--- config.mk ---
export PLATFORM = sky130hd
export DESIGN_NAME = sha_target_check
export DESIGN_NICKNAME = d
export VERILOG_FILES = /design/src/rtl/sha_target_check.sv
export SDC_FILE = /design/constraint.sdc
export NUM_CORES = 1
export LEC_CHECK = 0
export CAP_MARGIN = 40
export CORE_AREA = 2 2 248 250
export CTS_BUF_LIST = sky130_fd_sc_hd__clkbuf_16
export CTS_CLUSTER_SIZE = 16
export DETAILED_ROUTE_END_ITERATION = 7
export DIE_AREA = 0 0 250 252
export GPL_TIMING_DRIVEN = 0
export RECOVER_POWER = 50
export SYNTH_ARGS = -nofsm -noshare
export SYNTH_HDL_FRONTEND = slang
export SYNTH_SLANG_ARGS = --single-unit
--- constraint.sdc ---
create_clock -name clk -period 8.3 [get_ports clk]
set_input_delay 1.66 -clock clk [delete_from_list [all_inputs] [get_ports clk]]
set_output_delay 1.66 -clock clk [all_outputs]
set_load 0.05 [all_outputs]
--- src/rtl/sha_target_check.sv ---
// sha_target_check: two-stage "H <= target" compare on SHA hash-stage output,
// with golden nonces queued in a small result FIFO for the consumer.
// Optional feature: define SHA_TARGET_CHECK_STATS_EN to build the hash_cnt counter.
// Without it, hash_cnt is tied to zero.

`ifndef H_SIZE
`define H_SIZE 256
`endif
`ifndef WORD_S
`define WORD_S 32
`endif

module sha_target_check #(
    parameter int unsigned FIFO_DEPTH = 4
) (
    input  logic                 clk,
    input  logic                 reset,
    input  logic                 en,
    input  logic [`H_SIZE-1:0]   H,
    input  logic [`WORD_S-1:0]   nonce,
    input  logic [`H_SIZE-1:0]   target,
    output logic                 out_valid,
    input  logic                 out_ready,
    output logic [`WORD_S-1:0]   out_nonce,
    output logic                 fifo_full,
    output logic [15:0]          drop_cnt,
    output logic [31:0]          hash_cnt
);

    localparam int unsigned HW   = `H_SIZE;
    localparam int unsigned HALF = HW / 2;
    localparam int unsigned WW   = `WORD_S;
    localparam int unsigned AW   = $clog2(FIFO_DEPTH);
    localparam int unsigned PW   = AW + 1;

    logic          rst_hold;
    logic          s1_valid;
    logic          s1_lt_hi;
    logic          s1_eq_hi;
    logic          s1_le_lo;
    logic [WW-1:0] s1_nonce;

    logic [WW-1:0] mem [FIFO_DEPTH];
    logic [PW-1:0] wr_ptr;
    logic [PW-1:0] rd_ptr;

    logic          hit_c;
    logic          empty_c;
    logic          pop_c;
    logic          wr_c;

    // Blocks en for the first edge after reset release so sampling starts on the second.
    always_ff @(posedge clk or posedge reset) begin
        if (reset) rst_hold <= 1'b1;
        else       rst_hold <= 1'b0;
    end

    // Stage 1: split 256-bit compare into per-half flags.
    always_ff @(posedge clk or posedge reset) begin
        if (reset) begin
            s1_valid <= 1'b0;
            s1_lt_hi <= 1'b0;
            s1_eq_hi <= 1'b0;
            s1_le_lo <= 1'b0;
            s1_nonce <= '0;
        end else begin
            s1_valid <= en & ~rst_hold;
            if (en) begin
                s1_lt_hi <= H[HW-1:HALF] <  target[HW-1:HALF];
                s1_eq_hi <= H[HW-1:HALF] == target[HW-1:HALF];
                s1_le_lo <= H[HALF-1:0]  <= target[HALF-1:0];
                s1_nonce <= nonce;
            end
        end
    end

    // Stage 2 hit decision and FIFO control.
    always_comb begin
        hit_c     = s1_valid & (s1_lt_hi | (s1_eq_hi & s1_le_lo));
        empty_c   = (wr_ptr == rd_ptr);
        fifo_full = (wr_ptr[AW] != rd_ptr[AW]) && (wr_ptr[AW-1:0] == rd_ptr[AW-1:0]);
        out_valid = ~empty_c;
        pop_c     = out_valid & out_ready;
        wr_c      = hit_c & (~fifo_full | pop_c);
        out_nonce = mem[rd_ptr[AW-1:0]];
    end

    // FIFO storage; cleared on reset so out_nonce reads zero until the first push.
    always_ff @(posedge clk or posedge reset) begin
        if (reset) begin
            for (int i = 0; i < int'(FIFO_DEPTH); i++) mem[i] <= '0;
        end else if (wr_c) begin
            mem[wr_ptr[AW-1:0]] <= s1_nonce;
        end
    end

    // Pointers carry one extra wrap bit to tell full from empty.
    always_ff @(posedge clk or posedge reset) begin
        if (reset) begin
            wr_ptr <= '0;
            rd_ptr <= '0;
        end else begin
            if (wr_c)  wr_ptr <= wr_ptr + PW'(1);
            if (pop_c) rd_ptr <= rd_ptr + PW'(1);
        end
    end

    // Saturating count of hits lost to a full FIFO with no same-edge pop.
    always_ff @(posedge clk or posedge reset) begin
        if (reset) begin
            drop_cnt <= '0;
        end else if (hit_c && fifo_full && !pop_c && (drop_cnt != 16'hFFFF)) begin
            drop_cnt <= drop_cnt + 16'(1);
        end
    end

`ifdef SHA_TARGET_CHECK_STATS_EN
    // Wrapping count of hashes that entered stage 1.
    always_ff @(posedge clk or posedge reset) begin
        if (reset)         hash_cnt <= '0;
        else if (s1_valid) hash_cnt <= hash_cnt + 32'(1);
    end
`else
    assign hash_cnt = '0;
`endif

endmodule

==> results of run 1 <==
synthesized netlist by cell type (all sizes together), types with 2 or more instances:
| cell | count | share of area |
|---|---|---|
| a211oi | 6 | 0.0031 |
| a21boi | 2 | 0.0010 |
| a21o | 38 | 0.020 |
| a21oi | 86 | 0.030 |
| a221o | 3 | 0.0021 |
| a221oi | 9 | 0.0054 |
| a31oi | 4 | 0.0017 |
| and2 | 3 | 0.0013 |
| and3 | 2 | 0.00086 |
| and4 | 8 | 0.0048 |
| buf | 54 | 0.023 |
| clkbuf | 2 | 0.00052 |
| dfrtp | 186 | 0.32 |
| ha | 262 | 0.23 |
| inv | 272 | 0.070 |
| mux2 | 162 | 0.13 |
| mux4 | 32 | 0.050 |
| nand2 | 61 | 0.016 |
| nand2b | 4 | 0.0017 |
| nand3 | 25 | 0.0086 |
| nand4 | 51 | 0.022 |
| nor2 | 27 | 0.0070 |
| nor2b | 10 | 0.0043 |
| nor3 | 13 | 0.0045 |
| nor4 | 13 | 0.0056 |
| o2111ai | 3 | 0.0018 |
| o211ai | 5 | 0.0026 |
| o21a | 2 | 0.0010 |
| o21ai | 35 | 0.012 |
| o21ba | 2 | 0.0014 |
| o31a | 2 | 0.0013 |
| o31ai | 4 | 0.0021 |
| o41ai | 3 | 0.0018 |
| xnor2 | 11 | 0.0066 |
| xor2 | 11 | 0.0066 |
final timing paths:
check,start,to,depth (start not counted)
worst min register to register,rst_hold,s1_valid,1
min in group asynchronous,reset,s1_nonce[6],2
worst max-delay path,rd_ptr[1],out_nonce[27],4
max in group asynchronous,reset,mem[52],3
worst min-delay path,rst_hold,s1_valid,1
worst max register to register,rd_ptr[0],mem[1],7
state kept, by name, indices dropped and copies added, names as in the netlist:
signal    count
mem         128
s1_le_lo      1
s1_eq_hi      1
s1_valid      1
wr_ptr        3
rd_ptr        3
s1_nonce     32
rst_hold      1
drop_cnt     16
s1_lt_hi      1
area by class of cell:
| cell class | instances | area (sq um) | area share |
|---|---|---|---|
| sequential | 187 | 4680 | 0.209 |
| clock inverter | 15 | 191 | 0.00856 |
| antenna | 12 | 30.0 | 0.00134 |
| buffer | 56 | 348 | 0.0156 |
| inverter | 272 | 1030 | 0.0460 |
| multi-input combinational | 944 | 8610 | 0.385 |
| clock buffer | 17 | 425 | 0.0190 |
| timing repair buffer | 602 | 6060 | 0.271 |
| tap | 782 | 978 | 0.0438 |
critical path, cell delays in order, from the launching register on:
cell and delay (ns):
dfrtp_1 0.35, buf_2 0.23, clkbuf_1 0.61, mux4_2 0.35, clkdlybuf4s50_1 0.95
layout by cell type, fill, tap and decap left out, types with 4 or more instances in the layout:
cell | synthesis | final
inv_1 | 272 | 271
xor2_1 | 11 | 11
a221oi_1 | 9 | 9
nand2_1 | 61 | 61
diode_2 | 0 | 12
o211ai_1 | 5 | 5
nor2b_1 | 10 | 10
nand3_1 | 25 | 25
nand4_1 | 50 | 50
nor3_1 | 13 | 13
o21ai_0 | 35 | 35
dfrtp_1 | 186 | 186
mux2_2 | 162 | 162
inv_8 | 0 | 4
o31ai_1 | 4 | 4
a31oi_1 | 4 | 4
a21oi_1 | 86 | 86
nor2_1 | 27 | 27
a21o_1 | 38 | 38
conb_1 | 1 | 33
clkbuf_1 | 2 | 5
xnor2_1 | 11 | 11
nand2b_1 | 4 | 4
clkinv_8 | 0 | 6
buf_4 | 32 | 32
buf_2 | 14 | 14
clkbuf_16 | 0 | 17
and4_1 | 8 | 8
ha_1 | 262 | 262
clkdlybuf4s50_1 | 0 | 594
nor4_1 | 13 | 13
mux4_2 | 32 | 32
a211oi_1 | 6 | 6
buf_1 | 8 | 5
per-stage QoR:
| stage | setup TNS (ns) | power (W) | cells |
|---|---|---|---|
| 2_1_floorplan | 0 | 0.00299 | 1459 |
| 3_3_place_gp | -145.97 | 0.00382 | 2838 |
| 3_5_place_dp | 0 | 0.00391 | 2843 |
| 4_1_cts | 0 | 0.00476 | 2875 |
| 5_1_grt | 0 | 0.00498 | 2882 |
| 6_report | 0 | 0.00470 | 2887 |
logic make-up after synthesis:
logic type | Yosys count | share of synthesized area
multiplexers | 194 | 0.175
AO/OA/AOI/OAI | 211 | 0.0905
AND/OR/NAND/NOR | 222 | 0.0800
buffers and inverters | 328 | 0.0941
other | 1 | 0.000258
XOR/XNOR | 22 | 0.0132
flip-flops | 187 | 0.322
adder cells (fa/ha/maj) | 262 | 0.225
power by group through the flow:
stage	logic (W)	clock network (W)	registers [W]
finish	0.00243	0.000833	0.00143
global route	0.00260	0.000899	0.00148
CTS	0.00246	0.000864	0.00144
detailed placement	0.00245	0	0.00145
global placement	0.00239	0	0.00143
floorplan	0.00159	0	0.00141
per-layer routing:
metal,track usage,vias to the layer above,part of all wire
li1,-,6295,-
met1,0.225,6113,0.42
met2,0.295,428,0.46
met3,0.0556,64,0.088
met4,0.0501,10,0.023
met5,0,-,0.00095
==> tab_implementation.tex, run 1 <==
\begin{tabular}{lr}
\hline
Metric & Value \\
\hline
\multicolumn{2}{l}{\textbf{Run status}} \\
Result of the run & finished, final reports clean \\
\multicolumn{2}{l}{\textbf{Global route}} \\
Total GRT Usage & 0.179 \\
Wire length of the first global-routing pass & 83,500 microns \\
Residual overflow from global routing & 0 \\
Pin count of the biggest net entering global routing & around 120 \\
Number of global-route vias before repair & roughly 14,000 \\
Number of antenna violations at the first check in global routing & 35 \\
\multicolumn{2}{l}{\textbf{Cells and area}} \\
Area of all placed cells without fillers & around 22,000 sq um \\
Share of layout cells above drive strength 1 & 0.135 \\
Post-Route Utilization & 0.372 \\
Count of filler cells inserted in the layout & $\sim$6,000 \\
Net count of the finished layout & 2,890 \\
Synth-to-Final Area Change & 53.6\% \\
\multicolumn{2}{l}{\textbf{Timing}} \\
Number of pins exceeding their max-slew limit in the final report & 0 \\
Worst clock skew & roughly 0.014 ns \\
Final critical-path share of the clock period & 0.555 \\
Final hold violation count & 0 \\
Fmax & between 200 and 250 MHz \\
Final setup fails & 0 \\
Slew of the pin with the lowest slew margin & 0.931 ns \\
Shortest period the worst path allows & 4.61 ns \\
Worst Slack Setup Final & about 3.7 ns \\
Setup repair after global routing missed its margin & false \\
Final Hold Slack & a little under 0.5 ns \\
Relative slew slack & 0.378 \\
\multicolumn{2}{l}{\textbf{Placed design}} \\
Placer Congestion & roughly 0.93 \\
DP Worst Slack & between 3 and 4 ns \\
Half-perimeter wire length after detailed placement & roughly 50,000 microns \\
Total of buffers placed on input and output ports & slightly below 600 \\
Placed standard-cell area & between 20,000 and 25,000 sq um \\
\multicolumn{2}{l}{\textbf{Floorplanning}} \\
I/O pin count & between 600 and 700 \\
Die width & between 200 and 300 microns \\
Die footprint & between 60,000 and 70,000 sq um \\
Core Area & 60,100 sq um \\
Die height & approximately 250 microns \\
Initial Util & 0.242 \\
Row cnt & 90 \\
\multicolumn{2}{l}{\textbf{Power and ir drop}} \\
Worst vdd rail ir drop & approximately 0.18 mV \\
Power share of the combinational group & 0.518 \\
Internal power & 0.00284 W \\
Leakage power of the design & between 10 and 15 nW \\
Flop pwr share & 0.305 \\
Clock network power share & 0.177 \\
Switching portion of total power & 0.395 \\
Power density normalized to cell area & around 210 nW/um\^{}2 \\
Net switching power of the design & 0.00186 W \\
\multicolumn{2}{l}{\textbf{Logic synthesis}} \\
Distinct cells, synth & 54 \\
Share of flip-flops with an asynchronous set or reset after synthesis & 1.00 \\
Cell count after synthesis & 1,427 \\
Dominant synthesized flop cell & dfrtp\_1 \\
EDFF count, synth & 0 \\
Synthesis warning total & 0 \\
Netlist area before placement & around 15,000 sq um \\
Mean Syn Cell Area & $\sim$10 sq um \\
Number of register bits inferred by synthesis & 187 \\
Post-synthesis sequential area ratio & 0.322 \\
\multicolumn{2}{l}{\textbf{Clock tree}} \\
Num CTS Buffers & 17 \\
CTS Hold Bufs & 0 \\
Number of H-tree levels & 4 \\
Post-CTS clock slew at the launch and capture registers of the worst setup and hold paths & 0.07 ns \\
Number of sinks driven by the clock tree & roughly 190 \\
Total of cells resized after clock tree synthesis & 0 \\
Clk Tree Root Cell & clkbuf\_16 \\
Clock latency reported for the late side of the worst-skew pair & roughly 0.45 ns \\
Clock tree from TritonCTS & yes \\
Buffers inserted during post-CTS setup optimization & 0 \\
Bufs on Longest Clock Path & 2 \\
\multicolumn{2}{l}{\textbf{Critical path}} \\
Crit path max fanout & 10 \\
Signal arrival time at the worst endpoint & 2.95 ns \\
Critical Path Source Type & register \\
Required time of the worst setup path & 6.64 ns \\
Kind of capture point of the worst setup path & output pin \\
R2R Setup Slk & 5.39 ns \\
Crit Path Class & reg -> out \\
\multicolumn{2}{l}{\textbf{Drt}} \\
Final routed DRC violation total & 0 \\
Final wirelength & around 57,000 microns \\
DR vias & 12,900 \\
Count of nets left with antenna violations after detail routing & 0 \\
Total iterations of the first detailed-routing run & 5 \\
Ratio of routed vias to standard cells & 4.47 \\
Iteration-0 DRC Markers & 444 \\
Mean routed wirelength per cell & between 15 and 20 microns \\
\multicolumn{2}{l}{\textbf{Run}} \\
Number of maximum-capacitance constraint violations & 0 \\
\multicolumn{2}{l}{\textbf{Hold path}} \\
Path type of the worst min-delay path & reg -> reg \\
\hline
\end{tabular}
Power figures use the tool's default switching activity.
==> run 2: changes to the inputs <==
Clock period 8.3 ns to 4.02 ns, I/O delays scaled along.
==> tab_implementation.tex, run 2 (same netlist as run 1, synthesis figures left out) <==
\begin{tabular}{lr}
\hline
Metric & Value \\
\hline
\multicolumn{2}{l}{\textbf{Clock tree}} \\
CTS Hold Bufs & 0 (unchanged) \\
Clock tree from TritonCTS & yes (unchanged) \\
Bufs on Longest Clock Path & 2 (unchanged) \\
Number of sinks driven by the clock tree & 187 (unchanged) \\
Num CTS Buffers & 17 (unchanged) \\
Clock latency reported for the late side of the worst-skew pair & 0.45 ns (about the same) \\
Clk Tree Root Cell & clkbuf\_16 (unchanged) \\
Buffers inserted during post-CTS setup optimization & 0 (unchanged) \\
Number of H-tree levels & 4 (unchanged) \\
Post-CTS clock slew at the launch and capture registers of the worst setup and hold paths & 0.07 ns (about the same) \\
Total of cells resized after clock tree synthesis & 0 (unchanged) \\
\multicolumn{2}{l}{\textbf{Power and ir drop}} \\
Net switching power of the design & 0.00387 W (was 0.00186 W) \\
Power density normalized to cell area & 434 nW/um\^{}2 (was 210 nW/um\^{}2) \\
Clock network power share & 0.177 (about the same) \\
Switching portion of total power & 0.397 (was 0.395) \\
Power share of the combinational group & 0.517 (was 0.518) \\
Internal power & 0.00587 W (was 0.00284 W) \\
Worst vdd rail ir drop & 0.351 mV (was 0.180 mV) \\
Flop pwr share & 0.305 (about the same) \\
Leakage power of the design & 10.7 nW (about the same) \\
\multicolumn{2}{l}{\textbf{Critical path}} \\
Critical Path Source Type & register (unchanged) \\
Critical path cell sequence & buf\_2, clkbuf\_1, mux4\_2, clkdlybuf4s50\_1 (unchanged) \\
Signal arrival time at the worst endpoint & 2.89 ns (was 2.95 ns) \\
Required time of the worst setup path & 3.22 ns (was 6.64 ns) \\
Crit Path Class & reg -> out (unchanged) \\
Crit path max fanout & 10 (unchanged) \\
Kind of capture point of the worst setup path & output pin (unchanged) \\
Library cell contributing the largest single delay on the critical path & clkdlybuf4s50\_1 (unchanged) \\
CP max stage delay & 0.89 ns (was 0.95 ns) \\
\multicolumn{2}{l}{\textbf{Floorplanning}} \\
Die height & 252 microns (unchanged) \\
Core Area & 60,100 sq um (unchanged) \\
I/O pin count & 630 (unchanged) \\
Row cnt & 90 (unchanged) \\
Initial Util & 0.242 (unchanged) \\
Die footprint & 63,000 sq um (unchanged) \\
Die width & 250 microns (unchanged) \\
\multicolumn{2}{l}{\textbf{Timing}} \\
Setup repair after global routing missed its margin & false (unchanged) \\
Slew of the pin with the lowest slew margin & 1.48 ns (was 0.931 ns) \\
Fmax & roughly 270 MHz \\
Worst Slack Setup Final & 0.324 ns (was 3.69 ns) \\
Shortest period the worst path allows & 3.70 ns \\
Post-Route Setup TNS & 0 ns (unchanged) \\
Worst clock skew & 0.0158 ns (was 0.0138 ns) \\
Number of pins exceeding their max-slew limit in the final report & 0 (unchanged) \\
Final setup fails & 0 (unchanged) \\
Final hold violation count & 0 (unchanged) \\
Relative slew slack & 0.0135 (was 0.378) \\
Final critical-path share of the clock period & 0.919 \\
\multicolumn{2}{l}{\textbf{Drt}} \\
Final routed DRC violation total & 0 (unchanged) \\
Total iterations of the first detailed-routing run & 5 (unchanged) \\
Iteration-0 DRC Markers & 471 (was 444) \\
Mean routed wirelength per cell & 19.7 microns (about the same) \\
Final wirelength & 57,100 microns (was 56,900 microns) \\
Count of nets left with antenna violations after detail routing & 0 (unchanged) \\
Ratio of routed vias to standard cells & 4.46 (was 4.47) \\
DR vias & 12,900 (about the same) \\
\multicolumn{2}{l}{\textbf{Global route}} \\
Number of antenna violations at the first check in global routing & 29 (was 35) \\
Total GRT Usage & 0.179 (about the same) \\
Wire length of the first global-routing pass & 84,000 microns (was 83,500 microns) \\
Number of global-route vias before repair & 14,000 (was 13,900) \\
Pin count of the biggest net entering global routing & 39 (was 115) \\
Residual overflow from global routing & 0 (unchanged) \\
\multicolumn{2}{l}{\textbf{Cells and area}} \\
Most common cell after layout, fill and taps aside & clkdlybuf4s50\_1 (unchanged) \\
Count of filler cells inserted in the layout & 6,050 (was 6,049) \\
Most flops, register & mem (unchanged) \\
Synth-to-Final Area Change & 54.2\% (was 53.6\%) \\
Share of layout cells above drive strength 1 & 0.137 (was 0.135) \\
Post-layout instance count excluding filler cells & 2,896 (was 2,887) \\
Combined area of the multi-input logic cells & 8610 sq um (unchanged) \\
Leading cell types in the layout, fill and taps excluded & clkdlybuf4s50\_1, inv\_1, ha\_1 (unchanged) \\
Registers with the most flip-flops & mem x128, s1\_nonce x32, drop\_cnt x16 (unchanged) \\
Flip-flop count of the largest register, all copies and words added & 128 (unchanged) \\
Post-Route Utilization & 0.373 (was 0.372) \\
Sequential cell area & 4680 sq um (unchanged) \\
Net count of the finished layout & 2,895 (was 2,890) \\
\multicolumn{2}{l}{\textbf{Placed design}} \\
Half-perimeter wire length after detailed placement & 50,500 microns (was 50,100 microns) \\
Placer Congestion & 0.955 (was 0.929) \\
Cell Count Post-Placement & 2,848 (was 2,843) \\
DP Worst Slack & 0.141 ns (was 3.45 ns) \\
Total of buffers placed on input and output ports & 597 (unchanged) \\
\multicolumn{2}{l}{\textbf{Run status}} \\
Result of the run & finished, final reports clean (unchanged) \\
\multicolumn{2}{l}{\textbf{Hold path}} \\
Path type of the worst min-delay path & reg -> reg (unchanged) \\
\multicolumn{2}{l}{\textbf{Run}} \\
Number of maximum-capacitance constraint violations & 0 (unchanged) \\
\hline
\end{tabular}
==> run 2: changes by cell type in the layout (fill, tap and decap cells not counted) <==
cell | previous run | this run
clkinv_8 | 6 | 8
buf_1 | 5 | 6
inv_6 | 2 | 3
clkinvlp_2 | 0 | 1
inv_12 | 1 | 0
buf_16 | 1 | 0
inv_8 | 4 | 3
buf_8 | 2 | 1
buf_12 | 0 | 4
diode_2 | 12 | 16
buf_6 | 2 | 4
clkinv_4 | 3 | 1
==> run 2: final cells by class <==
cell class,count,share of cell area
diodes,16,0.00179
clock buffers,17,0.0190
well taps,782,0.0436
inverters,272,0.0456
plain buffers,56,0.0155
flip-flops and latches,187,0.209
multi-input cells,944,0.384
repair buffers,607,0.273
clock inverters,15,0.00887
==> run 2: critical path: cells and delay by family, from the launching register on <==
| family | cells | cell delay (ns) |
|---|---|---|
| muxes | 1 | 0.36 |
| buffers and inverters | 3 | 1.75 |
| DFF | 1 | 0.35 |
==> run 2: worst paths after layout <==
check / from / to / slack (ns) / depth (start not counted)
max in group asynchronous: reset / mem[118] / 0.64 / 6
worst max register to register: rd_ptr[0] / mem[19] / 1.30 / 7
worst max-delay path: rd_ptr[1] / out_nonce[27] / 0.32 / 4
min in group asynchronous: reset / s1_nonce[5] / 1.01 / 2
worst min-delay path: rst_hold / s1_valid / 0.49 / 1
worst min register to register: rst_hold / s1_valid / 0.49 / 1
==> run 2: per-stage QoR <==
| step | power, W | area [sq um] | hold slack (ns) |
|---|---|---|---|
| after floorplan | 0.00618 | 14700 | 0.464 |
| after global placement | 0.00790 | 21600 | 0.467 |
| after detailed placement | 0.00811 | 21800 | 0.472 |
| after CTS | 0.00988 | 22400 | 0.490 |
| after global routing | 0.0103 | 22400 | 0.513 |
| final | 0.00974 | 22400 | 0.487 |
==> run 2: layer usage <==
| layer | vias up | global-route usage | share of wire |
|---|---|---|---|
| li1 | 6301 | - | - |
| met1 | 6143 | 0.221 | 0.42 |
| met2 | 382 | 0.308 | 0.48 |
| met3 | 66 | 0.0514 | 0.079 |
| met4 | 20 | 0.0419 | 0.017 |
| met5 | - | 0 | 0.0021 |
==> run 2: power groups by stage <==
| stage | combinational [W] | clock (W) | sequential [W] |
|---|---|---|---|
| final | 0.00504 | 0.00173 | 0.00297 |
| after global routing | 0.00539 | 0.00187 | 0.00306 |
| after CTS | 0.00512 | 0.00179 | 0.00298 |
| after detailed placement | 0.00510 | 0 | 0.00301 |
| after global placement | 0.00496 | 0 | 0.00294 |
| after floorplan | 0.00328 | 0 | 0.00290 |
==> run 3: changes to the inputs <==
Settings changed: CTS_CLUSTER_DIAMETER set to 150.
==> results of run 3 <==
The final DEF is identical to that of run 2; final timing and power are the same.
